<file path="src/rtl/if_stage.sv">
// Instruction fetch stage: owns the PC, issues word fetches to instruction
// memory and feeds the IF/ID register. A one-entry skid buffer absorbs a word
// that arrives while decode is stalled, so no fetch is ever lost or repeated.
module if_stage #(
    parameter logic [31:0] RESET_PC  = 32'h0000_0000,
    parameter logic [31:0] NOP_INSTR = 32'h0000_0013
) (
    input  logic        clk,
    input  logic        rst_n,
    output logic        imem_req,
    output logic [31:0] imem_addr,
    input  logic [31:0] imem_rdata,
    input  logic        imem_ack,
    input  logic        stall_i,
    input  logic        redirect_i,
    input  logic [31:0] redirect_pc_i,
    output logic [31:0] id_instr_o,
    output logic [31:0] id_pc_o,
    output logic        id_valid_o
);

    typedef enum logic {
        FETCH = 1'b0,
        HOLD  = 1'b1
    } state_t;

    state_t      state;
    logic [31:0] pc;
    logic [31:0] skid_instr;
    logic [31:0] redirect_target;
    logic        fetch_done;

    // The memory address is the PC itself; the PC only advances once its
    // word has been handed to decode, so the skid word's PC is always pc.
    assign imem_addr       = pc;
    assign redirect_target = redirect_pc_i & 32'hFFFF_FFFC;
    // An ack only counts while a request is actually outstanding.
    assign fetch_done      = imem_req & imem_ack;

    // Fetch FSM with registered request, PC and IF/ID register.
    always_ff @(posedge clk or negedge rst_n) begin
        if (!rst_n) begin
            state      <= FETCH;
            imem_req   <= 1'b0;
            pc         <= RESET_PC;
            id_instr_o <= NOP_INSTR;
            id_pc_o    <= 32'h0000_0000;
            id_valid_o <= 1'b0;
        end else if (redirect_i) begin
            // Kill whatever is in IF/ID or the skid buffer and refetch.
            state      <= FETCH;
            imem_req   <= 1'b1;
            pc         <= redirect_target;
            id_instr_o <= NOP_INSTR;
            id_valid_o <= 1'b0;
        end else begin
            case (state)
                FETCH: begin
                    if (stall_i) begin
                        if (fetch_done) begin
                            // Park the word; stop requesting until decode frees up.
                            state    <= HOLD;
                            imem_req <= 1'b0;
                        end else begin
                            imem_req <= 1'b1;
                        end
                    end else if (fetch_done) begin
                        id_instr_o <= imem_rdata;
                        id_pc_o    <= pc;
                        id_valid_o <= 1'b1;
                        pc         <= pc + 32'd4;
                        imem_req   <= 1'b1;
                    end else begin
                        // No word this cycle: send a bubble, keep the old PC tag.
                        id_instr_o <= NOP_INSTR;
                        id_valid_o <= 1'b0;
                        imem_req   <= 1'b1;
                    end
                end
                HOLD: begin
                    if (!stall_i) begin
                        id_instr_o <= skid_instr;
                        id_pc_o    <= pc;
                        id_valid_o <= 1'b1;
                        pc         <= pc + 32'd4;
                        state      <= FETCH;
                        imem_req   <= 1'b1;
                    end
                end
                default: begin
                    state    <= FETCH;
                    imem_req <= 1'b1;
                end
            endcase
        end
    end

    // Skid buffer data: captured on a stalled fetch, validity is the HOLD state.
    always_ff @(posedge clk) begin
        if (!redirect_i && state == FETCH && stall_i && fetch_done) begin
            skid_instr <= imem_rdata;
        end
    end

endmodule
</file>
<file path="config.mk">
export PLATFORM = sky130hd
export DESIGN_NAME = if_stage
export DESIGN_NICKNAME = d
export VERILOG_FILES = /design/src/rtl/if_stage.sv
export SDC_FILE = /design/constraint.sdc
export NUM_CORES = 1
export LEC_CHECK = 0
export BUFFER_PORTS_ARGS = -buffer_cell sky130_fd_sc_hd__buf_4
export CAP_MARGIN = 40
export CORE_MARGIN = 2
export CORE_UTILIZATION = 55
export CTS_BUF_LIST = sky130_fd_sc_hd__clkbuf_16
export CTS_CLUSTER_SIZE = 12
export DETAILED_ROUTE_END_ITERATION = 8
export HOLD_SLACK_MARGIN = 0.15
export PLACE_DENSITY_LB_ADDON = 0.05
export SETUP_SLACK_MARGIN = 0.15
export SYNTH_ARGS = -nofsm -noshare
export SYNTH_HDL_FRONTEND = slang
export SYNTH_SLANG_ARGS = --single-unit
</file>
<file path="constraint.sdc">
create_clock -name clk -period 7.9 [get_ports clk]
set_input_delay 0.395 -clock clk [delete_from_list [all_inputs] [get_ports clk]]
set_output_delay 0.395 -clock clk [all_outputs]
set_load 0.005 [all_outputs]
</file>
==> impl_metrics.tcl <==
set metrics [dict create \
    status "completed" \
    rows 36 \
    avgRoutedWirePerCell_um 17.74 \
    finClkSkew_ps 9.189 \
    ys_top_cells_by_area "dfrtp_1 (42%), edfxtp_1 (17%), mux2_2 (6.1%)" \
    min_path_type "input port to flip-flop" \
    synth_most_common_cell "dfrtp_1" \
    power_w 0.001807 \
    initial_core_util 0.5669 \
    cts_root_buf "clkbuf_16" \
    die_x_um 104.4 \
    drt_iter0_drc 210 \
    finalHoldViolations 0 \
    track_usage 0.2527 \
    cts_buffer_depth 2 \
    rsz0062_at_grt "no" \
    path_clk_slew_ps 60 \
    die_h_um 104.4 \
    netlist_top_cells_count "dfrtp_1 (92), nor3_1 (33), edfxtp_1 (32)" \
    antenna_found_initial 0 \
    port_buffers 160 \
    grt_pass1_wl_um 21790 \
    yosys.area.top_type "dfrtp_1" \
    netlist_area_um2 5542 \
    final_util 0.7570 \
    period_share 0.3012 \
    layout-drive-gt1-share 0.3734 \
    post-route-min-period_ps 2379 \
    grt_pass1_vias 4362 \
    numClockSinks 127 \
    grt_overflow 0 \
    synth_cells 468 \
    post-cts-setup-buffer-count 0 \
    n_antenna_cell 0 \
    drc 0 \
    areaGrowthSynthToFinish_pct 33.53 \
    fin_nets 689 \
    worst_pin_slew_ps 682.6 \
    max_slew_margin 0.5450 \
    drv_cap 0 \
    critPathKind "input port to flip-flop" \
    cts_resized 0 \
    clk_latency_ps 410 \
    critPathMaxFanout 56 \
    num_vias 4441 \
    io_pins 167 \
    dr.pass1.iters 4 \
    arrival_ps 2450 \
    end_kind "flip-flop" \
    via_per_inst 5.805 \
    async_reset_ff_frac 0.7480 \
    ir_drop_mv 0.1508 \
    core_um2 9774 \
    routed_wl_um 13570 \
    ys.warnings.count 0 \
    dp_hpwl_um 9062 \
    cts_max_level 4 \
    synth_top_area_share 0.4154 \
    finalSetupViolCount 0 \
    startpoint_type "input port" \
    postRouteAntennaNets 0 \
    cp.required_ps 7970 \
    final_max_slew_viol_count 0 \
    dominantRegCellSynth "dfrtp_1" \
    dieArea_um2 10890 \
    cellPowerDensity_nw_per_um2 244.3 \
    avgSynthCellArea_um2 11.84 \
    ys_types 44 \
    leakage_nw 3.130 \
    grt_max_degree 68 \
    cts_tree "done" \
    fmax_ghz 0.4203 \
    cts_buffers 17 \
    ys_seq_elements 127 \
    setup_tns_ps 0 \
    ys_seq_area_frac 0.6031 \
    cts_hold_buf 1 \
    gp_congestion 0.8258 \
    synth_edf_count 32 \
]
## routing by layer
layer,vias up,routed length (um),track usage
li1,2069,-,-
met1,2187,5553,0.3175
met2,168,6947,0.4202
met3,17,841,0.05827
met4,0,227,0.1081
met5,-,0,0
## logic make-up after synthesis
kind of cell,synth area share
xor+xnor,0.01264
buf+inv,0.03409
flops,0.6031
mux,0.06819
fa+ha+maj,0.002257
simple gates,0.1660
other cells,0.0006767
compound gates,0.1131
## power by group
part	internal (W)	switching, W	total [W]
Clock	0.000456	0.000274	0.000729
Combinational	0.000163	0.000114	0.000277
Sequential	0.000746	0.0000551	0.000801
## layout by cell type (no fill, tap or decap), drive strengths merged, types with 17 or more instances in the layout
cell / instances
nand2: 27
mux2: 30
buf: 166
edfxtp: 32
nor2: 28
clkbuf: 17
a31oi: 17
nor3: 33
a221oi: 29
nor2b: 29
dfrtp: 92
## per-stage QoR
stage               cell area (um^2)  worst slack (ps)  hold slack [ps]  instances
floorplan                       5553              4059            99.41        471
CTS                             7400              5544            159.2        765
global route                    7400              5325            156.1        765
detailed placement              6832              5103            426.1        732
finish                          7400              5521            172.0        765
global placement                6789              4677            425.2        730
## critical path: stages
cell and delay [ps]:
buf_4 290, inv_1 520, nand2_1 300, nor3_2 480
buf_4 430
## path summary, 6_finish.rpt
| path | from | to | slack, ps | depth (start not counted) |
|---|---|---|---|---|
| min in group asynchronous | rst_n | id_instr_o[9] | 520 | 2 |
| worst min-delay path | imem_rdata[19] | skid_instr[19] | 170 | 1 |
| max in group asynchronous | rst_n | imem_addr[9] | 6280 | 3 |
| worst max-delay path | redirect_i | skid_instr[4] | 5520 | 5 |
| worst min register to register | id_pc_o[30] | id_pc_o[30] | 500 | 1 |
| worst max register to register | imem_addr[2] | imem_addr[24] | 5710 | 5 |
## registers in the layout, indices dropped and copies added (netlist names)
name	count
id_pc_o	30
imem_addr	30
imem_req	1
state	1
id_valid_o	1
skid_instr	32
id_instr_o	32
## final cells by class
type	count	area, um^2
sequential	127	3342
fill	690	2375
multi-input combinational	302	2034
timing repair buffer	167	1284
clock buffer	17	425.4
tap	133	166.4
clock inverter	15	132.6
inverter	4	15.01
Power figures use the tool's default switching activity.
